<file path="src/rtl/risc16_seq_alu_if.sv">
// -----------------------------------------------------------------------------
// risc16_seq_alu_if
// Handshake bundle between operand fetch (master), the sequential ALU (slave)
// and writeback.
//   in_valid/in_ready : operation request handshake, carries src1/src2/funct
//   out_valid/out_ready : result handshake, carries result/state/carry
// -----------------------------------------------------------------------------
interface risc16_seq_alu_if #(
  parameter int WORD_LENGTH = 16
);
  logic                   in_valid;
  logic                   in_ready;
  logic [WORD_LENGTH-1:0] src1;
  logic [WORD_LENGTH-1:0] src2;
  logic [2:0]             funct;
  logic                   out_valid;
  logic                   out_ready;
  logic [WORD_LENGTH-1:0] result;
  logic                   state;
  logic                   carry;

  modport master (
    output in_valid, src1, src2, funct, out_ready,
    input  in_ready, out_valid, result, state, carry
  );

  modport slave (
    input  in_valid, src1, src2, funct, out_ready,
    output in_ready, out_valid, result, state, carry
  );
endinterface

</file>
<file path="src/rtl/risc16_seq_alu.sv">
// -----------------------------------------------------------------------------
// risc16_seq_alu
// Handshaked RiSC16 ALU with multi-cycle shift-add multiply and bit-serial
// variable shifts.
// Ports:
//   clk   : rising-edge system clock
//   rst_n : asynchronous active-low reset
//   bus   : risc16_seq_alu_if slave (request in, result/state/carry out)
// funct: 0 ADD, 1 SUB, 2 NAND, 3 PASS, 4 MUL, 5 SHL, 6 SHR, 7 SRA
// -----------------------------------------------------------------------------
module risc16_seq_alu #(
  parameter  int WORD_LENGTH = 16,
  localparam int SHAMT_W     = $clog2(WORD_LENGTH)
) (
  input  logic              clk,
  input  logic              rst_n,
  risc16_seq_alu_if.slave   bus
);
  // Counter needs one extra bit so it can hold WORD_LENGTH for MUL.
  localparam int CNT_W = SHAMT_W + 1;

  localparam logic [2:0] F_ADD  = 3'd0;
  localparam logic [2:0] F_SUB  = 3'd1;
  localparam logic [2:0] F_NAND = 3'd2;
  localparam logic [2:0] F_PASS = 3'd3;
  localparam logic [2:0] F_MUL  = 3'd4;
  localparam logic [2:0] F_SHL  = 3'd5;
  localparam logic [2:0] F_SHR  = 3'd6;
  localparam logic [2:0] F_SRA  = 3'd7;

  typedef enum logic [1:0] {
    IDLE = 2'd0,
    ITER = 2'd1,
    DONE = 2'd2
  } fsm_t;

  fsm_t                   fsm_q, fsm_d;
  logic [WORD_LENGTH-1:0] a_q, a_d;        // multiplicand / shift operand
  logic [WORD_LENGTH-1:0] b_q, b_d;        // multiplier (consumed LSB first)
  logic [WORD_LENGTH-1:0] acc_q, acc_d;    // product accumulator
  logic [WORD_LENGTH-1:0] result_q, result_d;
  logic [2:0]             funct_q, funct_d;
  logic [CNT_W-1:0]       cnt_q, cnt_d;
  logic                   zero_q, zero_d;
  logic                   carry_q, carry_d;

  logic [WORD_LENGTH:0]   sum_s;
  logic [WORD_LENGTH:0]   diff_s;
  logic [SHAMT_W-1:0]     shamt_s;
  logic [WORD_LENGTH-1:0] step_a_s;
  logic [WORD_LENGTH-1:0] acc_next_s;

  // State and datapath registers; everything clears on reset.
  always_ff @(posedge clk or negedge rst_n) begin
    if (!rst_n) begin
      fsm_q    <= IDLE;
      a_q      <= '0;
      b_q      <= '0;
      acc_q    <= '0;
      result_q <= '0;
      funct_q  <= 3'd0;
      cnt_q    <= '0;
      zero_q   <= 1'b0;
      carry_q  <= 1'b0;
    end else begin
      fsm_q    <= fsm_d;
      a_q      <= a_d;
      b_q      <= b_d;
      acc_q    <= acc_d;
      result_q <= result_d;
      funct_q  <= funct_d;
      cnt_q    <= cnt_d;
      zero_q   <= zero_d;
      carry_q  <= carry_d;
    end
  end

  // Next-state, single-cycle arithmetic and one iteration step per cycle.
  always_comb begin
    fsm_d    = fsm_q;
    a_d      = a_q;
    b_d      = b_q;
    acc_d    = acc_q;
    result_d = result_q;
    funct_d  = funct_q;
    cnt_d    = cnt_q;
    carry_d  = carry_q;

    // Single-cycle ops are evaluated straight from the inputs at the accept
    // edge; the same values are captured, so this matches using the copies.
    sum_s   = {1'b0, bus.src1} + {1'b0, bus.src2};
    diff_s  = {1'b0, bus.src1} + {1'b0, ~bus.src2} + {{WORD_LENGTH{1'b0}}, 1'b1};
    shamt_s = bus.src2[SHAMT_W-1:0];

    // MUL shifts the multiplicand left alongside SHL.
    case (funct_q)
      F_MUL, F_SHL: step_a_s = {a_q[WORD_LENGTH-2:0], 1'b0};
      F_SHR:        step_a_s = {1'b0, a_q[WORD_LENGTH-1:1]};
      F_SRA:        step_a_s = {a_q[WORD_LENGTH-1], a_q[WORD_LENGTH-1:1]};
      default:      step_a_s = a_q;
    endcase
    acc_next_s = b_q[0] ? (acc_q + a_q) : acc_q;

    case (fsm_q)
      IDLE: begin
        if (bus.in_valid) begin
          funct_d = bus.funct;
          a_d     = bus.src1;
          b_d     = bus.src2;
          acc_d   = '0;
          case (bus.funct)
            F_ADD: begin
              result_d = sum_s[WORD_LENGTH-1:0];
              carry_d  = sum_s[WORD_LENGTH];
              fsm_d    = DONE;
            end
            F_SUB: begin
              result_d = diff_s[WORD_LENGTH-1:0];
              carry_d  = diff_s[WORD_LENGTH];
              fsm_d    = DONE;
            end
            F_NAND: begin
              result_d = ~(bus.src1 & bus.src2);
              carry_d  = 1'b0;
              fsm_d    = DONE;
            end
            F_PASS: begin
              result_d = bus.src2;
              carry_d  = 1'b0;
              fsm_d    = DONE;
            end
            F_MUL: begin
              cnt_d = CNT_W'(WORD_LENGTH);
              fsm_d = ITER;
            end
            default: begin
              // Shifts; a zero amount completes like a single-cycle op.
              if (shamt_s == '0) begin
                result_d = bus.src1;
                carry_d  = 1'b0;
                fsm_d    = DONE;
              end else begin
                cnt_d = {1'b0, shamt_s};
                fsm_d = ITER;
              end
            end
          endcase
        end else begin
          fsm_d = IDLE;
        end
      end
      ITER: begin
        a_d   = step_a_s;
        b_d   = b_q >> 1;
        acc_d = acc_next_s;
        cnt_d = cnt_q - CNT_W'(1);
        // Last iteration writes its own step result straight into result.
        if (cnt_q == CNT_W'(1)) begin
          result_d = (funct_q == F_MUL) ? acc_next_s : step_a_s;
          carry_d  = 1'b0;
          fsm_d    = DONE;
        end else begin
          fsm_d = ITER;
        end
      end
      DONE: begin
        if (bus.out_ready) begin
          fsm_d = IDLE;
        end else begin
          fsm_d = DONE;
        end
      end
      default: begin
        fsm_d = IDLE;
      end
    endcase

    // Zero flag is refreshed only on entry to DONE, together with result.
    if ((fsm_d == DONE) && (fsm_q != DONE)) begin
      zero_d = (result_d == '0);
    end else begin
      zero_d = zero_q;
    end
  end

  assign bus.in_ready  = (fsm_q == IDLE);
  assign bus.out_valid = (fsm_q == DONE);
  assign bus.result    = result_q;
  assign bus.state     = zero_q;
  assign bus.carry     = carry_q;

endmodule
</file>
<file path="src/flat_wrapper.sv">
// flat-port wrapper written by rule: the top's interface ports become plain ports
module risc16_seq_alu_flat 
#(
  parameter  int WORD_LENGTH = 16,
  localparam int SHAMT_W     = $clog2(WORD_LENGTH)
)
  (clk, rst_n, bus_in_valid, bus_src1, bus_src2, bus_funct, bus_out_ready, bus_in_ready, bus_out_valid, bus_result, bus_state, bus_carry);
  risc16_seq_alu_if #(.WORD_LENGTH(WORD_LENGTH)) bus_i ();
  input  logic clk;
  input  logic rst_n;
  input wire logic [$bits(bus_i.in_valid)-1:0] bus_in_valid;
  input wire logic [$bits(bus_i.src1)-1:0] bus_src1;
  input wire logic [$bits(bus_i.src2)-1:0] bus_src2;
  input wire logic [$bits(bus_i.funct)-1:0] bus_funct;
  input wire logic [$bits(bus_i.out_ready)-1:0] bus_out_ready;
  output wire logic [$bits(bus_i.in_ready)-1:0] bus_in_ready;
  output wire logic [$bits(bus_i.out_valid)-1:0] bus_out_valid;
  output wire logic [$bits(bus_i.result)-1:0] bus_result;
  output wire logic [$bits(bus_i.state)-1:0] bus_state;
  output wire logic [$bits(bus_i.carry)-1:0] bus_carry;
  assign bus_i.in_valid = bus_in_valid;
  assign bus_i.src1 = bus_src1;
  assign bus_i.src2 = bus_src2;
  assign bus_i.funct = bus_funct;
  assign bus_i.out_ready = bus_out_ready;
  assign bus_in_ready = bus_i.in_ready;
  assign bus_out_valid = bus_i.out_valid;
  assign bus_result = bus_i.result;
  assign bus_state = bus_i.state;
  assign bus_carry = bus_i.carry;
  risc16_seq_alu #(.WORD_LENGTH(WORD_LENGTH)) u_core (.clk(clk), .rst_n(rst_n), .bus(bus_i));
endmodule
</file>
<file path="config.mk">
export PLATFORM = sky130hd
export DESIGN_NAME = risc16_seq_alu_flat
export DESIGN_NICKNAME = d
export VERILOG_FILES = /design/src/rtl/risc16_seq_alu_if.sv /design/src/rtl/risc16_seq_alu.sv /design/src/flat_wrapper.sv
export SDC_FILE = /design/constraint.sdc
export NUM_CORES = 1
export LEC_CHECK = 0
export ABC_AREA = 1
export BUFFER_PORTS_ARGS = -buffer_cell sky130_fd_sc_hd__buf_2
export CAP_MARGIN = 10
export CORE_ASPECT_RATIO = 1.75
export CORE_MARGIN = 4
export CORE_UTILIZATION = 40
export CTS_BUF_LIST = sky130_fd_sc_hd__clkbuf_8
export DETAILED_ROUTE_END_ITERATION = 7
export SYNTH_ARGS = -nofsm -noshare
export SYNTH_HDL_FRONTEND = slang
export SYNTH_SLANG_ARGS = --single-unit
export TNS_END_PERCENT = 50
</file>
<file path="constraint.sdc">
create_clock -name clk -period 5.6 [get_ports clk]
set_input_delay 0.84 -clock clk [delete_from_list [all_inputs] [get_ports clk]]
set_output_delay 0.84 -clock clk [all_outputs]
set_load 0.01 [all_outputs]
</file>
==> run_results.csv <==
group,metric,value,unit
layout,fillers,2059,
logic_synthesis,synth_edf_count,0,
sta,min_period,3.121,ns
logic_synthesis,synth_flop_cell,"dfrtp_1",
route,drtIter0Drc,682,
setup_path,regToRegEndpoint,"u_core.bus.state",
route,firstDrtPassIters,5,
setup_path,r2r_start,"u_core.b_q[0]",
logic_synthesis,syn-cell-area,0.007682,mm2
floorplanning,initial_core_util,40.98,%
cts,cts-resized-gates,0,
floorplanning,core_region_area,0.01875,mm2
route,wl_per_cell,17.98,um
setup_path,cp_max_fo,18,
setup_path,critPathKind,"register to register",
place,dpl.hpwl,22010,um
cts,clock-sinks,76,
cts,clock_latency,0.36,ns
cts,cts-buffers-inserted,9,
sta,setup_tns,0,ns
place,port_buffers,58,
sta,rsz0062_at_grt,"no",
place,gp_congestion,0.9352,
logic_synthesis,synth-async-reset-ratio,100.0,%
grt,grt_pass1_wl,43660,um
grt,grt_max_degree,77,
route,ant_nets,0,
layout,layout_common_cells,"345 x nand2_1, 168 x inv_1, 137 x nand3_1",
logic_synthesis,syn-num-nets,1354,
setup_path,r2r_setup_slack,2.48,ns
cts,cts_tree,"done",
power_and_ir_drop,power_frac_comb,60.1,%
route,vias,8497,
hold_path,min_path_type,"register to register",
status,status,"complete, no violations",
power_and_ir_drop,p_per_area,442.7,mW/mm2
sta,skew,0.01460,ns
grt,globalRouteOverflowTotal,0,
logic_synthesis,yosysWarnings,0,
layout,drive_gt1_share,8.108,%
logic_synthesis,synthCells,1262,
cts,htreeDepth,3,
power_and_ir_drop,p_int,1742,uW
layout,multiInputGateArea,0.004860,mm2
setup_path,rr_worst_depth,12,
sta,drv_slew,0,
grt,grtUsageTotal,25.57,%
logic_synthesis,synth_area_per_cell,6.087,um2
setup_path,critPathLaunchType,"register",
route,routed_via_density,5.543,
cts,path_clk_slew,0.09,ns
setup_path,required,5.89,ns
layout,antennaDiodeCount,0,
cts,clock-root-buffer,"clkbuf_8",
floorplanning,die_w,112.8,um
floorplanning,num_rows,66,
sta,fmax,320.5,MHz
floorplanning,die_h,191.3,um
power_and_ir_drop,ir_drop,0.1630,mV
logic_synthesis,seq_area_frac_synth,24.76,%
sta,hold_viol,0,
power_and_ir_drop,clkPwrFrac,11.4,%
logic_synthesis,synth_cell_types,43,
grt,antenna_found_initial,0,
setup_path,end_kind,"register",
run,drv_cap,0,
power_and_ir_drop,p_leak,0.004503,uW
layout,final_common_cell,"nand2_1",
floorplanning,io_pins,59,
route,remaining_drc_errors,0,
sta,holdWs,0.5063,ns
setup_path,worstPathArrival,3.41,ns
cts,cts_hold_buf,0,
power_and_ir_drop,sw_frac_of_total,52.51,%
layout,nets,1383,
sta,slew_headroom,33.47,%
cts,post_cts_buffers,0,
cts,clockBufferDepth,2,
layout,area.growth.synth_to_final,7.834,%
power_and_ir_drop,p_switching,1926,uW
route,wirelength,27570,um
power_and_ir_drop,seqPwrFrac,28.6,%
setup_path,startpoint,"u_core.b_q[0]",
sta,period_share,55.72,%
floorplanning,dieArea,0.02157,mm2
logic_synthesis,ys_seq_elements,76,
sta,setup_violations,0,
setup_path,crit_end,"u_core.bus.state",
sta,worstMarginPinSlew,0.9980,ns
layout,seqCellArea,0.001902,mm2
grt,grt_pass1_vias,8450,
power groups by stage:
stage	combinational (uW)	clock, uW	sequential (uW)
CTS	2200	426	1040
detailed placement	2190	0	1050
finish	2200	416	1050
global route	2500	448	1080
floorplan	1630	0	970
global placement	2170	0	1050
metrics by stage:
| stage | util, % | setup slack (ns) | std cells | power [uW] | instance area [um2] |
|---|---|---|---|---|---|
| after floorplan | - | 3.014 | 1262 | 2599 | 7682 |
| after global placement | 43.18 | 2.156 | 1518 | 3222 | 8094 |
| after detailed placement | 43.18 | 2.166 | 1518 | 3239 | 8094 |
| after CTS | 44.19 | 2.390 | 1533 | 3666 | 8284 |
| after global routing | 44.19 | 2.164 | 1533 | 4027 | 8284 |
| final | 44.19 | 2.479 | 1533 | 3667 | 8284 |
sequential cells by signal, indices dropped and copies added, names as in the netlist:
register	cells
u_core.cnt_q	5
u_core.b_q	16
u_core.fsm_q	2
u_core.acc_q	16
u_core.bus.state	1
u_core.funct_q	3
u_core.bus.result	16
u_core.bus.carry	1
u_core.a_q	16
final cells by class:
class / count / share of cell area (%)
Multi-Input combinational cell: 955 / 58.66
Tap cell: 238 / 3.595
Clock buffer: 10 / 1.661
Sequential cell: 76 / 22.96
Inverter: 185 / 8.413
Timing Repair Buffer: 64 / 4.078
Clock inverter: 5 / 0.6343
cell families after synthesis:
group	after synthesis	share of synthesized area, %
flops	76	24.76
simple gates	643	35.08
buf+inv	231	11.99
compound gates	255	18.79
xor+xnor	4	0.4561
fa+ha+maj	53	8.925
worst min-delay path by stage:
stage | end | start | cells past startpoint
after CTS | u_core.b_q[15] | u_core.b_q[15] | 2
after floorplan | u_core.funct_q[0] | u_core.funct_q[0] | 2
final | u_core.b_q[15] | u_core.b_q[15] | 2
after detailed placement | u_core.b_q[15] | u_core.b_q[15] | 2
after global placement | u_core.b_q[15] | u_core.b_q[15] | 2
after global routing | u_core.b_q[15] | u_core.b_q[15] | 2
worst max-delay path, stage by stage (launching register included):
cell	delay (ns)
dfrtp_1	0.77
clkinv_1	0.64
o21ai_0	0.42
a21oi_1	0.11
o21ai_0	0.15
nand3_1	0.18
nor2_1	0.14
nand4_1	0.10
nor2_1	0.13
nand3_1	0.13
nor2_1	0.14
nand3_1	0.08
nand2_1	0.06
routing by layer:
metal,vias up,track usage [%],wire length (um)
li1,4163,-,-
met1,3955,27.27,10140
met2,285,47.56,14580
met3,94,1.204,980
met4,0,17.58,1869
met5,-,0,0
Yosys cell counts (2+ instances only):
library cell	n	area, um2
a211oi_1	4	30.03
a21o_1	12	90.09
a21oi_1	93	465.5
a221oi_1	2	17.52
a22o_1	2	17.52
a22oi_1	5	37.54
a31oi_1	4	25.02
buf_1	5	18.77
buf_2	17	85.08
buf_4	6	45.04
clkbuf_1	17	63.81
dfrtp_1	76	1902
fa_1	3	60.06
ha_1	50	625.6
inv_1	168	630.6
inv_2	15	56.30
nand2_1	345	1295
nand2_4	2	22.52
nand3_1	137	685.7
nand3_2	2	20.02
nand3b_1	4	30.03
nand4_1	13	81.33
nor2_1	127	476.7
nor2_4	2	22.52
nor3_1	6	30.03
o211ai_1	10	75.07
o21ai_0	87	435.4
o21ai_1	2	10.01
o21bai_1	7	52.55
o221ai_1	6	52.55
o22ai_1	19	118.9
xnor2_1	2	17.52
xor2_1	2	17.52
(Power assumes the default switching activity.)
